===== src/rtl/synth_pkg.sv =====
// Shared definitions for the synthesizer voice path: the default sample
// width (shared with the wavetable instrument) and the sample FSM states.
package synth_pkg;

    localparam int unsigned RESOLUCAO_PADRAO = 8;

    typedef enum logic [2:0] {
        OCIOSO,
        PEDE,
        AGUARDA,
        CAPTURA,
        SEGURA
    } estado_e;

endpackage


===== src/rtl/pwm_core.sv =====
// PWM core: free-running frame counter, duty compare and frame-start load of
// the playing duty value.
//   clk, rst_n     : clock, async active-low reset
//   habilita       : counter runs while high, everything held at 0 while low
//   buffer         : captured sample, loaded into ativo at each frame start
//   pwm            : registered (cont_pwm < ativo)
//   ativo          : duty value currently being played
//   inicio_quadro  : high on the last clock of a frame (next clock is cont_pwm=0)
module pwm_core
    import synth_pkg::*;
#(
    parameter int unsigned RESOLUCAO = RESOLUCAO_PADRAO
) (
    input  logic                 clk,
    input  logic                 rst_n,
    input  logic                 habilita,
    input  logic [RESOLUCAO-1:0] buffer,
    output logic                 pwm,
    output logic [RESOLUCAO-1:0] ativo,
    output logic                 inicio_quadro
);

    localparam logic [RESOLUCAO-1:0] CONT_MAX = {RESOLUCAO{1'b1}};

    logic [RESOLUCAO-1:0] cont_q;
    logic [RESOLUCAO-1:0] cont_d;
    logic [RESOLUCAO-1:0] ativo_q;
    logic [RESOLUCAO-1:0] ativo_d;
    logic                 pwm_q;
    logic                 inicio_q;

    // Next counter/duty; duty only changes as the counter wraps to 0
    always_comb begin
        cont_d  = '0;
        ativo_d = '0;
        if (habilita) begin
            cont_d  = cont_q + RESOLUCAO'(1);
            ativo_d = (cont_q == CONT_MAX) ? buffer : ativo_q;
        end
    end

    // Compare on next-state values so pwm lines up with cont_q/ativo_q
    always_ff @(posedge clk or negedge rst_n) begin
        if (!rst_n) begin
            cont_q   <= '0;
            ativo_q  <= '0;
            pwm_q    <= 1'b0;
            inicio_q <= 1'b0;
        end else begin
            cont_q   <= cont_d;
            ativo_q  <= ativo_d;
            pwm_q    <= (cont_d < ativo_d);
            inicio_q <= (cont_d == CONT_MAX);
        end
    end

    assign pwm           = pwm_q;
    assign ativo         = ativo_q;
    assign inicio_quadro = inicio_q;

endmodule


===== src/rtl/dac_pwm.sv =====
// Audio output stage: requests one sample per period from the instrument
// (prox), captures it ATRASO clocks later and plays it as PWM for the
// following QUADROS frames.
//   clk, rst_n : clock, async active-low reset
//   habilita   : play enable; low mutes and parks the FSM in OCIOSO
//   amostra    : unsigned sample from the instrument
//   prox       : one-clock next-sample request strobe
//   pwm        : 1-bit PWM audio output
//   ativo      : duty value currently being played
module dac_pwm
    import synth_pkg::*;
#(
    parameter int unsigned RESOLUCAO = RESOLUCAO_PADRAO,
    parameter int unsigned QUADROS   = 4,
    parameter int unsigned ATRASO    = 2
) (
    input  logic                 clk,
    input  logic                 rst_n,
    input  logic                 habilita,
    input  logic [RESOLUCAO-1:0] amostra,
    output logic                 prox,
    output logic                 pwm,
    output logic [RESOLUCAO-1:0] ativo
);

    localparam int unsigned          QW          = (QUADROS > 1) ? $clog2(QUADROS) : 1;
    localparam logic [QW-1:0]        QUADRO_ULT  = QW'(QUADROS - 1);
    localparam logic [RESOLUCAO-1:0] ESPERA_ALVO = RESOLUCAO'(ATRASO);

    estado_e              estado_q;
    logic                 prox_q;
    logic [RESOLUCAO-1:0] buffer_q;
    logic [RESOLUCAO-1:0] espera_q;
    logic [QW-1:0]        quadro_q;
    logic                 roda;
    logic                 inicio_quadro;
    logic                 fim_periodo;

    // Counters start one clock after enable so PEDE lands on cont_pwm=0
    assign roda        = habilita && (estado_q != OCIOSO);
    assign fim_periodo = inicio_quadro && (quadro_q == QUADRO_ULT);

    pwm_core #(
        .RESOLUCAO(RESOLUCAO)
    ) u_pwm_core (
        .clk           (clk),
        .rst_n         (rst_n),
        .habilita      (roda),
        .buffer        (buffer_q),
        .pwm           (pwm),
        .ativo         (ativo),
        .inicio_quadro (inicio_quadro)
    );

    // Sample FSM; espera_q mirrors cont_pwm while in AGUARDA, and the sample
    // is latched on the edge that enters CAPTURA (end of cycle t+ATRASO)
    always_ff @(posedge clk or negedge rst_n) begin
        if (!rst_n) begin
            estado_q <= OCIOSO;
            prox_q   <= 1'b0;
            buffer_q <= '0;
            espera_q <= '0;
            quadro_q <= '0;
        end else if (!habilita) begin
            estado_q <= OCIOSO;
            prox_q   <= 1'b0;
            quadro_q <= '0;
        end else begin
            prox_q <= 1'b0;
            if (inicio_quadro) begin
                quadro_q <= (quadro_q == QUADRO_ULT) ? '0 : quadro_q + QW'(1);
            end
            case (estado_q)
                OCIOSO: begin
                    estado_q <= PEDE;
                    prox_q   <= 1'b1;
                end
                PEDE: begin
                    estado_q <= AGUARDA;
                    espera_q <= RESOLUCAO'(1);
                end
                AGUARDA: begin
                    if (espera_q == ESPERA_ALVO) begin
                        estado_q <= CAPTURA;
                        buffer_q <= amostra;
                    end else begin
                        espera_q <= espera_q + RESOLUCAO'(1);
                    end
                end
                // CAPTURA may already sit on the period end when ATRASO is maximal
                CAPTURA, SEGURA: begin
                    if (fim_periodo) begin
                        estado_q <= PEDE;
                        prox_q   <= 1'b1;
                    end else begin
                        estado_q <= SEGURA;
                    end
                end
                default: estado_q <= OCIOSO;
            endcase
        end
    end

    assign prox = prox_q;

endmodule


===== config.mk =====
export PLATFORM = sky130hd
export DESIGN_NAME = dac_pwm
export DESIGN_NICKNAME = d
export VERILOG_FILES = /design/src/rtl/synth_pkg.sv /design/src/rtl/pwm_core.sv /design/src/rtl/dac_pwm.sv
export SDC_FILE = /design/constraint.sdc
export NUM_CORES = 1
export LEC_CHECK = 0
export BUFFER_PORTS_ARGS = -buffer_cell sky130_fd_sc_hd__buf_2
export CORE_MARGIN = 10
export CORE_UTILIZATION = 60
export CTS_CLUSTER_DIAMETER = 200
export DETAILED_ROUTE_END_ITERATION = 16
export GPL_TIMING_DRIVEN = 0
export PLACE_DENSITY = 0.93
export SLEW_MARGIN = 20
export SYNTH_ARGS = -nofsm -noshare
export SYNTH_HDL_FRONTEND = slang
export SYNTH_SLANG_ARGS = --single-unit

===== constraint.sdc =====
create_clock -name clk -period 4.2 [get_ports clk]
set_clock_uncertainty 0.2 [all_clocks]
set_input_delay 0.21 -clock clk [delete_from_list [all_inputs] [get_ports clk]]
set_output_delay 0.21 -clock clk [all_outputs]
set_load 0.02 [all_outputs]

==> impl_metrics.json <==
{
  "relSlewSlack": 0.434,
  "regArea_mm2": 0.00100,
  "path_common_cell": "ha_1",
  "die_w_um": 78.5,
  "fin_nets": 248,
  "die_area_mm2": 0.00616,
  "num_rows": 21,
  "r2r_slack_ps": 990,
  "port_buffers": 20,
  "fin_ws_ps": 990,
  "dpl-instance-area_mm2": 0.00221,
  "crit_path_max_fanout": 7,
  "crit_path_end": "u_pwm_core.pwm$_DFF_PN0_",
  "synth_edf_count": 0,
  "peakVddDrop_v": 0.000307,
  "p_leak_nw": 1.10,
  "cts_made_buffers": 5,
  "initial_core_util": 0.621,
  "grt_pass1_vias": 1565,
  "ant_nets": 0,
  "design_area_mm2": 0.00236,
  "die_h_um": 78.5,
  "synth_area_mm2": 0.00205,
  "htreeDepth": 2,
  "diodes": 0,
  "end_kind": "flop",
  "ys_seq_elements": 40,
  "drive_gt1_frac": 0.235,
  "dpl.hpwl_mm": 2.93,
  "path_clk_slew_ps": 110,
  "multi_input_area_mm2": 0.00101,
  "syn_avg_cell_area_um2": 10.9,
  "finalSetupViolCount": 0,
  "fmax_mhz": 312,
  "cp_cell_sequence": "ha_1 > nand3_1 > nor2_2 > mux2i_1 > or2_2 > ha_1 > a211oi_1 > nand4b_1 > a21o_1 > a221oi_1",
  "cts_tree": "built",
  "rsz0062_at_grt": "no",
  "worstSetupStartpointType": "flop",
  "reg2regPathDepth": 10,
  "gp_congestion": 0.785,
  "dp_slack_ps": 1000,
  "worstPathRequired_ps": 4240,
  "path_depth": 10,
  "crit_type": "flop to flop",
  "slew_viol_final": 0,
  "yosysUniqueCellTypes": 45,
  "cpPeakStageDelay_ps": 430,
  "ys_dominant_reg_cell": "dfrtp_1",
  "drtIter0Drc": 104,
  "max_cap_viol_count": 0,
  "crit_arrival_ps": 3250,
  "timing.setup.tns_ps": 0,
  "tightest_slew_ps": 850,
  "fill_cells": 222,
  "cts_sinks": 40,
  "ys_seq_area_frac": 0.487,
  "grt_max_degree": 41,
  "async_reset_ff_frac": 1.00,
  "syn_nets": 211,
  "r2r_end": "u_pwm_core.pwm$_DFF_PN0_",
  "root_buffer": "clkbuf_4",
  "hold_violations": 0,
  "period_needed_ps": 3210,
  "grt_pass1_wl_mm": 7.20,
  "finalCritPeriodShare": 0.764,
  "clock_path_buffers": 2,
  "vias_per_cell": 5.65,
  "crit_start": "u_pwm_core.cont_q[0]$_DFF_PN0_",
  "syn2layout_area_growth_pct": 14.8,
  "drcViolationCount": 0,
  "hp-class": "input pin to asynchronous set/reset pin",
  "rr_startpoint": "u_pwm_core.cont_q[0]$_DFF_PN0_",
  "ios": 21,
  "crit_slowest_cell": "dfrtp_1",
  "clkLatencyLatePin_ps": 350,
  "antenna_found_initial": 0,
  "firstDrtPassIters": 4,
  "synth_warnings": 0,
  "critPathTopFamily": "simple AND/OR/NAND/NOR gates",
  "grt.total_usage": 0.145,
  "drt-total-wl_mm": 4.15,
  "power_density_mw_per_mm2": 361,
  "status": "finished, final reports clean",
  "overflow": 0,
  "fin_util": 0.712,
  "path_buf_inv": 0,
  "vias": 1538,
  "syn_inst": 189,
  "wl_per_cell_um": 15.2,
  "floorplan.core_area_mm2": 0.00331
}
[placed cells by master, fill, tap and decap left out, types with 3 or more instances in the layout]
master,instances
o21ai_0,6
nand3_1,4
clkbuf_1,3
a21oi_1,5
nand2_1,9
buf_2,21
and2_1,3
xor2_1,8
mux2i_1,9
clkbuf_4,5
nor2b_1,5
ha_1,11
mux2_2,8
dfrtp_1,40
inv_1,3
nand4_1,7
or3_1,4
dlygate4sd3_1,10
nor2_1,25
or2_2,7
[worst register-to-register path, stage by stage (launching register included)]
cell and delay (ps):
dfrtp_1 430, ha_1 230, nand3_1 130, nor2_2 410, mux2i_1 160, or2_2 300
ha_1 310, a211oi_1 310, nand4b_1 140, a21o_1 190, a221oi_1 310
[synthesized netlist by cell type (2+ instances only)]
cell type  instances  area share
and4_2             2      0.0097
xnor2_1            2      0.0085
a21oi_1            5       0.012
mux2i_1            9       0.044
or2_2              7       0.021
a211oi_1           2      0.0073
clkbuf_1           2      0.0037
xor2_1             8       0.034
or3_1              4       0.012
and3_1             2      0.0061
nor2b_1            5       0.015
nand4_1            7       0.021
nand2_1            9       0.016
mux2_2             8       0.044
ha_1              11       0.067
and2_1             3      0.0091
nor4bb_1           2      0.0097
o21ai_0            6       0.015
nand3_1            4      0.0097
dfrtp_1           40        0.49
nor2_1            25       0.046
inv_1              3      0.0055
[where the power goes]
group	leakage [nW]	switching, W	internal, W
Sequential	0.548	0.0000491	0.000440
Clock	0.0281	0.000115	0.0000617
Combinational	0.527	0.0000941	0.0000919
[flip-flops by register name (all words and copies together), names as in the netlist]
signal,count
u_pwm_core.ativo,8
quadro_q,2
u_pwm_core.inicio_quadro,1
espera_q,8
estado_q,3
u_pwm_core.cont_q,8
prox,1
buffer_q,8
u_pwm_core.pwm,1
[repair_timing]
item,CTS,global route
endpoints found under the hold margin,53,0
gates resized for setup,0,0
buffers inserted,0,0
hold buffers,10,0
[through the flow]
| stage | total power (W) | hold slack [ps] | std cells |
|---|---|---|---|
| after floorplan | 0.000614 | -286 | 189 |
| after global placement | 0.000658 | 166 | 255 |
| after detailed placement | 0.000669 | 163 | 255 |
| after CTS | 0.000852 | 320 | 272 |
| after global routing | 0.000906 | 334 | 272 |
| final | 0.000852 | 297 | 272 |
[cell type report]
| cell class | count | share of cell area |
|---|---|---|
| Tap cell | 46 | 0.0244 |
| Sequential cell | 40 | 0.424 |
| Timing Repair Buffer | 30 | 0.0849 |
| Clock inverter | 1 | 0.00212 |
| Inverter | 3 | 0.00477 |
| Multi-Input combinational cell | 141 | 0.429 |
| Buffer | 5 | 0.0133 |
| Clock buffer | 6 | 0.0175 |
[kinds of logic (layout without fill, tap and decap cells)]
kind of cell | count (synthesis) | in the layout | share of synthesized area
xor+xnor | 10 | 10 | 0.0426
buf+inv | 8 | 45 | 0.0207
simple gates | 82 | 82 | 0.229
mux | 18 | 18 | 0.0950
flops | 40 | 40 | 0.487
fa+ha+maj | 11 | 11 | 0.0670
compound gates | 20 | 20 | 0.0585
[how the worst min path moves through the flow]
stage | startpoint | cells after the start | endpoint
floorplan | rst_n | 0 | buffer_q[0]$_DFFE_PN0P_
global placement | rst_n | 1 | buffer_q[4]$_DFFE_PN0P_
detailed placement | rst_n | 1 | u_pwm_core.ativo[4]$_DFF_PN0_
CTS | buffer_q[3]$_DFFE_PN0P_ | 1 | buffer_q[3]$_DFFE_PN0P_
global route | buffer_q[1]$_DFFE_PN0P_ | 1 | buffer_q[1]$_DFFE_PN0P_
finish | rst_n | 2 | buffer_q[5]$_DFFE_PN0P_
[routing by layer]
metal	vias up	wire length (um)	track usage
met5	-	0	0
met4	0	74	0.0591
met3	7	285	0.0478
met2	52	2090	0.239
met1	735	1700	0.169
li1	744	-	-
Note: power is estimated with default switching activity, not from simulation.
